## src/rtl/tx_frame_seq_pkg.sv

```systemverilog
// Shared types and constants for the TX frame sequencer.
// Latency: n/a (types, constants and a pure function only).
// Backpressure: n/a.
package tx_frame_seq_pkg;

    localparam int HDR_BYTES       = 14;
    localparam int ETH_MIN_PAYLOAD = 46;
    localparam int ETH_MAX_PAYLOAD = 1500;

    // Latched TX address; dst occupies the upper 48 bits.
    typedef struct packed {
        logic [47:0] dst;
        logic [47:0] src;
    } tx_addr_t;

    typedef enum logic [2:0] {
        ST_IDLE,
        ST_LOAD,
        ST_WAIT,
        ST_HDR,
        ST_PAY,
        ST_GAP
    } state_t;

    // Clamp a requested payload length into [lo, hi].
    function automatic logic [10:0] clamp_len(input logic [10:0] len,
                                              input logic [10:0] lo,
                                              input logic [10:0] hi);
        logic [10:0] r;
        r = len;
        if (len < lo) r = lo;
        if (len > hi) r = hi;
        return r;
    endfunction

endpackage

```

## src/rtl/tx_byte_mux.sv

```systemverilog
// Header byte selector: picks one of the 14 Ethernet header bytes by index.
// Latency: purely combinational.
// Backpressure: none; the caller holds byte_idx stable while stalled.
module tx_byte_mux
    import tx_frame_seq_pkg::*;
(
    input  logic [3:0]  byte_idx,
    input  tx_addr_t    addr,
    input  logic [10:0] len,
    output logic [7:0]  hdr_byte
);

    // Destination MAC, source MAC (both MSB first), then the 16-bit length field.
    always_comb begin
        hdr_byte = 8'h00;
        case (byte_idx)
            4'd0:    hdr_byte = addr.dst[47:40];
            4'd1:    hdr_byte = addr.dst[39:32];
            4'd2:    hdr_byte = addr.dst[31:24];
            4'd3:    hdr_byte = addr.dst[23:16];
            4'd4:    hdr_byte = addr.dst[15:8];
            4'd5:    hdr_byte = addr.dst[7:0];
            4'd6:    hdr_byte = addr.src[47:40];
            4'd7:    hdr_byte = addr.src[39:32];
            4'd8:    hdr_byte = addr.src[31:24];
            4'd9:    hdr_byte = addr.src[23:16];
            4'd10:   hdr_byte = addr.src[15:8];
            4'd11:   hdr_byte = addr.src[7:0];
            4'd12:   hdr_byte = {5'b00000, len[10:8]};
            4'd13:   hdr_byte = len[7:0];
            default: hdr_byte = 8'h00;
        endcase
    end

endmodule

```

## src/rtl/tx_frame_seq.sv

```systemverilog
// TX frame sequencer: loads the TX address register, then streams dst/src/len header + counting payload, repeating with an IFG.
// Latency: addr_load 1 cycle after enable is sampled, first tvalid 3 cycles after; all AXI outputs come straight from flops.
// Backpressure: AXI-Stream; tdata/tlast/tvalid hold until tready. Optional frame counter under TX_FRAME_SEQ_CNT_EN.
module tx_frame_seq
    import tx_frame_seq_pkg::*;
#(
    parameter int IFG_CYCLES  = 12,
    parameter int MIN_PAYLOAD = ETH_MIN_PAYLOAD,
    parameter int MAX_PAYLOAD = ETH_MAX_PAYLOAD
) (
    input  logic        clk,
    input  logic        rst_n,
    input  logic        enable,
    input  logic [10:0] payload_len,
    output logic        addr_load,
    input  logic [95:0] tx_address,
    output logic [7:0]  m_axis_tdata,
    output logic        m_axis_tvalid,
    input  logic        m_axis_tready,
    output logic        m_axis_tlast,
    output logic        busy,
    output logic [15:0] frame_count
);

    localparam int          GW       = (IFG_CYCLES > 1) ? $clog2(IFG_CYCLES) : 1;
    localparam logic [GW-1:0] GAP_LAST = GW'(IFG_CYCLES - 1);
    localparam logic [GW-1:0] GAP_ONE  = GW'(1);
    localparam logic [3:0]  HDR_LAST = 4'(HDR_BYTES - 1);
    localparam logic [10:0] MIN_L    = 11'(MIN_PAYLOAD);
    localparam logic [10:0] MAX_L    = 11'(MAX_PAYLOAD);

    state_t        state, state_n;
    logic [3:0]    byte_idx, byte_idx_n;
    logic [10:0]   pay_idx, pay_idx_n;
    logic [GW-1:0] gap_cnt, gap_cnt_n;
    logic [10:0]   len_q, len_n;
    tx_addr_t      addr_q;
    tx_addr_t      addr_src;
    logic [7:0]    hdr_byte;
    logic [7:0]    tdata_n;
    logic          tvalid_n;
    logic          tlast_n;
    logic          hs;

    assign hs = m_axis_tvalid & m_axis_tready;

    // In WAIT the shadow is not yet loaded, so the first header byte comes from the live register.
    assign addr_src = (state == ST_WAIT) ? tx_addr_t'(tx_address) : addr_q;

    tx_byte_mux u_byte_mux (
        .byte_idx (byte_idx_n),
        .addr     (addr_src),
        .len      (len_q),
        .hdr_byte (hdr_byte)
    );

    // Next-state and index updates; indices only move on a handshake.
    always_comb begin
        state_n    = state;
        byte_idx_n = byte_idx;
        pay_idx_n  = pay_idx;
        gap_cnt_n  = gap_cnt;
        len_n      = len_q;
        case (state)
            ST_IDLE: begin
                if (enable) state_n = ST_LOAD;
            end
            ST_LOAD: begin
                len_n   = clamp_len(payload_len, MIN_L, MAX_L);
                state_n = ST_WAIT;
            end
            ST_WAIT: begin
                byte_idx_n = 4'd0;
                state_n    = ST_HDR;
            end
            ST_HDR: begin
                if (hs) begin
                    if (byte_idx == HDR_LAST) begin
                        pay_idx_n = 11'd0;
                        state_n   = ST_PAY;
                    end else begin
                        byte_idx_n = byte_idx + 4'd1;
                    end
                end
            end
            ST_PAY: begin
                if (hs) begin
                    if (m_axis_tlast) begin
                        gap_cnt_n = '0;
                        state_n   = ST_GAP;
                    end else begin
                        pay_idx_n = pay_idx + 11'd1;
                    end
                end
            end
            ST_GAP: begin
                if (gap_cnt == GAP_LAST) begin
                    state_n = enable ? ST_LOAD : ST_IDLE;
                end else begin
                    gap_cnt_n = gap_cnt + GAP_ONE;
                end
            end
            default: state_n = ST_IDLE;
        endcase
    end

    // Values the AXI output flops take next, derived from the next state so the outputs are registered.
    always_comb begin
        tvalid_n = (state_n == ST_HDR) || (state_n == ST_PAY);
        tlast_n  = (state_n == ST_PAY) && (pay_idx_n == (len_q - 11'd1));
        tdata_n  = 8'h00;
        if (state_n == ST_HDR) begin
            tdata_n = hdr_byte;
        end else if (state_n == ST_PAY) begin
            tdata_n = pay_idx_n[7:0];
        end
    end

    // State, counters, shadow address and registered outputs.
    always_ff @(posedge clk) begin
        if (!rst_n) begin
            state         <= ST_IDLE;
            byte_idx      <= 4'd0;
            pay_idx       <= 11'd0;
            gap_cnt       <= '0;
            len_q         <= 11'd0;
            addr_q        <= '0;
            addr_load     <= 1'b0;
            busy          <= 1'b0;
            m_axis_tvalid <= 1'b0;
            m_axis_tlast  <= 1'b0;
            m_axis_tdata  <= 8'h00;
        end else begin
            state         <= state_n;
            byte_idx      <= byte_idx_n;
            pay_idx       <= pay_idx_n;
            gap_cnt       <= gap_cnt_n;
            len_q         <= len_n;
            if (state == ST_WAIT) addr_q <= tx_addr_t'(tx_address);
            addr_load     <= (state_n == ST_LOAD);
            busy          <= (state_n != ST_IDLE);
            m_axis_tvalid <= tvalid_n;
            m_axis_tlast  <= tlast_n;
            m_axis_tdata  <= tdata_n;
        end
    end

`ifdef TX_FRAME_SEQ_CNT_EN
    logic        frame_done;
    logic [15:0] frame_cnt_q;

    assign frame_done = (state == ST_PAY) && hs && m_axis_tlast;

    // Completed-frame counter; wraps from FFFF to 0.
    always_ff @(posedge clk) begin
        if (!rst_n) begin
            frame_cnt_q <= 16'h0000;
        end else if (frame_done) begin
            frame_cnt_q <= frame_cnt_q + 16'h0001;
        end
    end

    assign frame_count = frame_cnt_q;
`else
    assign frame_count = 16'h0000;
`endif

endmodule

```

## config.mk

```make
export PLATFORM = sky130hd
export DESIGN_NAME = tx_frame_seq
export DESIGN_NICKNAME = d
export VERILOG_FILES = /design/src/rtl/tx_frame_seq_pkg.sv /design/src/rtl/tx_byte_mux.sv /design/src/rtl/tx_frame_seq.sv
export SDC_FILE = /design/constraint.sdc
export NUM_CORES = 1
export LEC_CHECK = 0
export ABC_AREA = 1
export CAP_MARGIN = 30
export CORE_ASPECT_RATIO = 0.5
export CORE_MARGIN = 10
export CORE_UTILIZATION = 25
export DETAILED_ROUTE_END_ITERATION = 8
export PLACE_DENSITY = 0.56
export SYNTH_ARGS = -nofsm -noshare
export SYNTH_HDL_FRONTEND = slang
export SYNTH_SLANG_ARGS = --single-unit
```

## constraint.sdc

```tcl
create_clock -name clk -period 4.6 [get_ports clk]
set_clock_uncertainty 0.2 [all_clocks]
set_input_delay 1.38 -clock clk [delete_from_list [all_inputs] [get_ports clk]]
set_output_delay 1.38 -clock clk [all_outputs]
set_load 0.02 [all_outputs]
```

# Yosys cells after proc, flatten, opt, wreduce, memory -nomap -nowiden

Index checks and enable logic that the tools add are counted.

Bits in registers: 141
Bits in latches: 0
RAM bits: 0
Bits in read-only memories: 0
Output and inout bits: 28
Logic and storage cells: 79
Memories: 0

Add/subtract/negate cells: 4
Multiply operators: 0
Div/mod/pow operators: 0
$lt $le $gt $ge: 2
Equal/unequal tests: 27
Shifts and indexed selects: 0
Mux-type cells: 26
Bitwise gates (word level): 1
Reduce and logical (&&, ||, !) cells: 7

Operators with widths:

| cell                    | number |
|---|---|
| $pmux W8 S14            | 1 |
| $mux W96                | 1 |
| $mux W11                | 6 |
| $eq A4 B4 Y1 const B    | 8 |
| $pmux W11 S2            | 1 |
| $mux W4                 | 5 |
| $mux W3                 | 6 |
| $pmux W3 S6             | 1 |
| $eq A4 B3 Y1 const B    | 4 |
| $mux W8                 | 2 |
| $pmux W4 S2             | 2 |
| $add A11 B1 Y11 const B | 1 |
| $eq A11 B11 Y1          | 1 |
| $gt A11 B11 Y1 const B  | 1 |
| $lt A11 B6 Y1 const B   | 1 |
| $sub A11 B1 Y11 const B | 1 |
| $eq A3 B2 Y1 const B    | 3 |
| $eq A3 B3 Y1 const B    | 3 |
| $add A4 B1 Y4 const B   | 2 |
| $eq A4 B2 Y1 const B    | 2 |
| $eq A3 B1 Y1 const B    | 2 |
| $ne A2 B2 Y1 const B    | 3 |
| $eq A4 B1 Y1 const B    | 1 |
| $logic_not A4 Y1        | 1 |
| 8 further kinds         | 8 |

# Longest topological paths before layout

Word-level depth: 7
Mapped depth: 18
Gate-level depth less buffers: 17

# Hierarchy

A second synthesis with hierarchy kept.

Cell total of the unflattened synthesis: 1328
Area total of the unflattened synthesis: 8743.4 um^2

Modules (own cells, without submodules):

| module       | times used | cells an instance | area each (um^2) | sequential area each (um^2) |
|---|---|---|---|---|
| tx_frame_seq | 1          | 1063              | 7571.0           | 2822.7 |
| tx_byte_mux  | 1          | 265               | 1172.4           | 0.0 |

# Worst setup path before layout

Ideal clock, no wire load.

Kind: input to register
Start point: input port m_axis_tready
End point: register m_axis_tdata[0]
Library setup time: 112 ps
Arrival time: 2726 ps
Setup slack: 1561 ps
Stages on the path: 14
Path buffers: 1
Cell sequence: nand2_1 -> inv_1 -> nand3_1 -> nand2_1 -> nand3_2 -> nand2_1 -> inv_2 -> buf_2 -> nand3_1 -> nand3_1 -> nor2_1 -> nand3_1 -> nand2_1 -> nand2_1

Cells in the longest elaborated chain, start to end: 6
Elaborated cells between the ends (all ways): 28
Those cells by class: eq/ne (15); mux (11); bitwise (1); reduce/logical (1)

Ends and longest elaborated chain:

| element                                    | RTL line                               | RTL |
|---|---|---|
| start, declared                            | tx_frame_seq.sv:19                     | `input logic m_axis_tready,` |
| $and A1 B1 Y1 *                            | tx_frame_seq.sv:45                     | `assign hs = m_axis_tvalid & m_axis_tready;` |
| $mux W4, or another cell as far along      | tx_frame_seq.sv:77                     | `if (hs) begin` |
| $pmux W4 S2 or $pmux W3 S6 (tied branches) | tx_frame_seq.sv:64                     | `case (state)` |
| $eq A4 B4 Y1, or another cell as far along | tx_byte_mux.sv:16                      | `case (byte_idx)` |
| $pmux W8 S14 or $mux W8 (tied branches)    | tx_byte_mux.sv:16, tx_frame_seq.sv:114 |  |
| $mux W8 *                                  | tx_frame_seq.sv:112                    | `if (state_n == ST_HDR) begin` |
| end signal, assigned                       | tx_frame_seq.sv:144                    | `m_axis_tdata <= tdata_n;` |
| end, declared                              | tx_frame_seq.sv:17                     | `output logic [7:0] m_axis_tdata,` |

Every way passes the cells marked *; elsewhere a longest branch is shown, timed or not.
A chain may end at the register's enable or synchronous reset.

# Worst setup path in the final report

Start point: input port m_axis_tready
End point: register m_axis_tdata[3]

The elaborated chain is that of the path after synthesis.

==> summary.md <==
| Metric | Value |
|---|---|
| I/O pin count | `139` |
| Avg Cell Area, Syn | `6.853 um2` |
| Most common cell after layout, fill and taps aside | `nor2_1` |
| Final hold violation count | `0` |
| Grt total ovfl | `0` |
| Crit share post-route | `0.8807` |
| Total vias in the final route | `7,106` |
| Bufs and invs on worst path | `2` |
| Final-layout fill cell count | `3,145` |
| Power Density | `460.5 nW/um2` |
| RSZ-0062 raised after global routing | `no` |
| Most frequent CP cell | `nand2_1` |
| GRT Total Usage | `0.1329` |
| CP startpoint kind | `input pin` |
| Vias per cell | `roughly 4.4` |
| Min-delay src | `gap_cnt[1]` |
| Seq/Total Area, Yosys | `0.3724` |
| Worst slew pin tran | `roughly 1000 ps` |
| Crit-path slowest cell | `o21ai_0` |
| MaxCap Viol Count | `0` |
| Wire per inst | `15.63 um` |
| Vias in the first global route | `7,115` |
| Initial antenna violation count | `3` |
| Met3 Use GR | `0.03565` |
| I/O Buffers | `~120` |
| Setup ws final | `548.7 ps` |
| Starting Density | `0.2573` |
| DRC viols | `0` |
| Min-Delay Path Depth | `2` |
| Worst Reg2Reg Path Length in Cells | `15` |
| Initial DRC Count | `500` |
| CP Max Fanout | `19` |
| Setup TNS | `0 ps` |
| Synth area leader | `dfxtp_1` |
| Crit path max-delay family | `simple AND/OR/NAND/NOR gates` |
| HPWL Detailed | `19,380 um` |
| Leakage | `around 4.5 nW` |
| CTS root buffer | `clkbuf_16` |
| Maximum number of pins on one net before global-route repair | `98` |
| ANT nets after route | `0` |
| Die Width | `266.3 um` |
| Number of synthesized flops with an enable pin | `0` |
| Area added between synthesis and finish | `29.14%` |
| First-pass GRT wire length | `39,520 um` |
| Maximum VDD drop | `0.3143 mV` |
| Worst path cell trace | `clkdlybuf4s50_1 > nand2_1 > inv_1 > nand3_1 > nand2_1 > nand3_2 > nor2_4 > nand2_1 > o21ai_0 > nor2_1 > nand2_1 > nand2_1 > nand2_1` |
| M1 GR Usage | `0.1632` |
| Nets | `around 1.3k` |
| Share of post-route cells with drive strength above 1 | `0.1151` |
| Slew Viols, Final | `0` |
| Std cell rows | `between 40 and 50` |
| Flop-to-flop setup slack | `1470 ps` |
| # resized after CTS | `0` |
| WP data required | `approximately 4800 ps` |
| GP Congestion | `0.8960` |
| Final setup fails | `0` |
| # hold bufs at CTS | `0` |
| Share of the synthesized area in the top cell type | `0.3724` |
| Final wirelength | `around 25,000 um` |
| Hold Crit Class | `flip-flop to flip-flop` |
| Most frequent cells in the layout | `177 x nor2_1, 170 x nand2_1, 142 x inv_1, 141 x dfxtp_1, 122 x clkdlybuf4s50_1` |
| Crit path largest cell delay | `a little over 600 ps` |
| Library cells used by synthesis | `42` |
| Slew HR | `0.3213` |
| Maximum clock path buffer count | `2` |
| Num CTS Buffers | `17` |
| Highest Clock Rate | `246.8 MHz` |
| Post CTS Setup Buffer Count | `0` |
| CTS Sinks | `around 140` |
| Arr. time, crit path | `4220 ps` |
| Post-Syn Area | `7580 um2` |
| Number of H-tree levels | `4` |
| FFs w/ async S/R, synth | `0` |
| Core Region | `29,450 um2` |
| Met2 Usage GRT | `0.2221` |
| GRT busiest layer | `met2` |
| Die Area | `38,110 um2` |
| Reg2reg end | `m_axis_tdata[3]` |
| Worst setup EP type | `flip-flop` |
| Drt first pass iters | `5` |
| Most area-consuming cells after synthesis | `dfxtp_1 37%, nor2_1 8.8%, nand2_1 8.4%` |
| Sink of the worst hold path | `gap_cnt[1]` |
| Clock-pin slew on the worst setup and hold paths | `about 60 ps` |
| Die height | `143.1 um` |
| Syn. warnings | `0` |
| Setup CP Type | `input pin to flip-flop` |
| Clock insertion delay at the later pin of the skew report | `430 ps` |
| Outcome | `complete, no violations` |
| CTS tree | `yes` |
| CP startpoint | `m_axis_tready` |
| Synthesized instance count | `1,106` |
| Seq cells post-synth | `141` |
| Reg-to-Reg Start | `byte_idx[1]` |
| Place WS | `245.3 ps` |
| Dominant synthesized flop cell | `dfxtp_1` |
| Fin crit period | `4051 ps` |
cells in the mapped netlist, types with 7 or more instances:
cell / number
nand4_1: 9
nand2_1: 170
xor2_1: 11
a21oi_1: 17
o21a_1: 56
clkbuf_1: 27
o21ai_0: 37
buf_4: 19
or2_2: 75
nor3_1: 8
dfxtp_1: 141
nor2_1: 177
inv_1: 142
o21ai_1: 10
buf_2: 11
nand3b_1: 7
mux2i_1: 16
inv_2: 10
a211oi_1: 7
nand3_1: 110
worst register-to-register path, stage by stage, from the launching register on:
cell and delay (ps):
dfxtp_1 450, inv_1 90, ha_1 190, nand3_2 120, nor2_1 80, nor2_1 140, nand2_1 100, nand2_1 150
nand2_1 210, inv_2 240, nand2_1 170, o21ai_0 610, nor2_1 110, nand2_1 90, nand2_1 50, nand2_1 70
worst max-delay path by stage:
stage | cells past startpoint | end | slack, ps
final | 13 | m_axis_tdata[3] | 550
after global routing | 13 | m_axis_tdata[3] | 260
after CTS | 13 | m_axis_tdata[3] | 680
after detailed placement | 13 | m_axis_tdata[3] | 250
after global placement | 13 | m_axis_tdata[3] | 270
after floorplan | 14 | m_axis_tdata[0] | 1560
cell type report:
cell class                      count  area, um2  share of cell area
Multi-Input combinational cell    767       3914              0.3998
Sequential cell                   141       2823              0.2884
Timing Repair Buffer              132       1304              0.1332
Inverter                          153      575.6             0.05880
Tap cell                          391      489.2             0.04998
Clock buffer                       19      442.9             0.04525
Clock inverter                     13      237.7             0.02429
Antenna cell                        1      2.502           0.0002557
metrics by stage:
step           hold WS [ps]  utilization  total power, W  instances  cell area [um2]
2_1_floorplan         248.0            -        0.002505       1121             7636
4_1_cts               286.4       0.3322        0.004538       1616             9786
3_5_place_dp          276.2       0.3091        0.002928       1584             9105
5_1_grt               318.7       0.3322        0.004783       1616             9786
6_report              286.2       0.3323        0.004507       1617             9788
3_3_place_gp          263.4       0.3086        0.002921       1583             9090
cell families after synthesis:
| group | Yosys count | synth area share |
|---|---|---|
| DFF | 141 | 0.3724 |
| muxes | 16 | 0.02113 |
| AOI/OAI and AO/OA | 137 | 0.1149 |
| xor gates and xnor gates | 13 | 0.01502 |
| and+or+nand+nor | 580 | 0.3491 |
| adders and majority gates | 5 | 0.008254 |
| other | 1 | 0.0004947 |
| buffers and inverters | 213 | 0.1187 |
power breakdown:
| group | leakage, nW | switching (W) | internal [W] |
|---|---|---|---|
| combinational | 2.98 | 0.000821 | 0.000606 |
| clock | 0.332 | 0.000567 | 0.00104 |
| sequential | 1.15 | 0.0000707 | 0.00141 |
| total | 4.46 | 0.00146 | 0.00305 |
metal layers:
layer / up-vias / share of wire
met5: - / 0.00051
met4: 2 / 0.020
met3: 30 / 0.062
met2: 152 / 0.46
met1: 3261 / 0.46
li1: 3661 / -
flip-flops by register name (all words and copies together) (netlist names):
signal,count
m_axis_tlast,1
pay_idx,11
byte_idx,4
state,3
m_axis_tvalid,1
addr_q,96
addr_load,1
busy,1
len_q,11
m_axis_tdata,8
gap_cnt,4
Note: power is estimated with default switching activity, not from simulation.
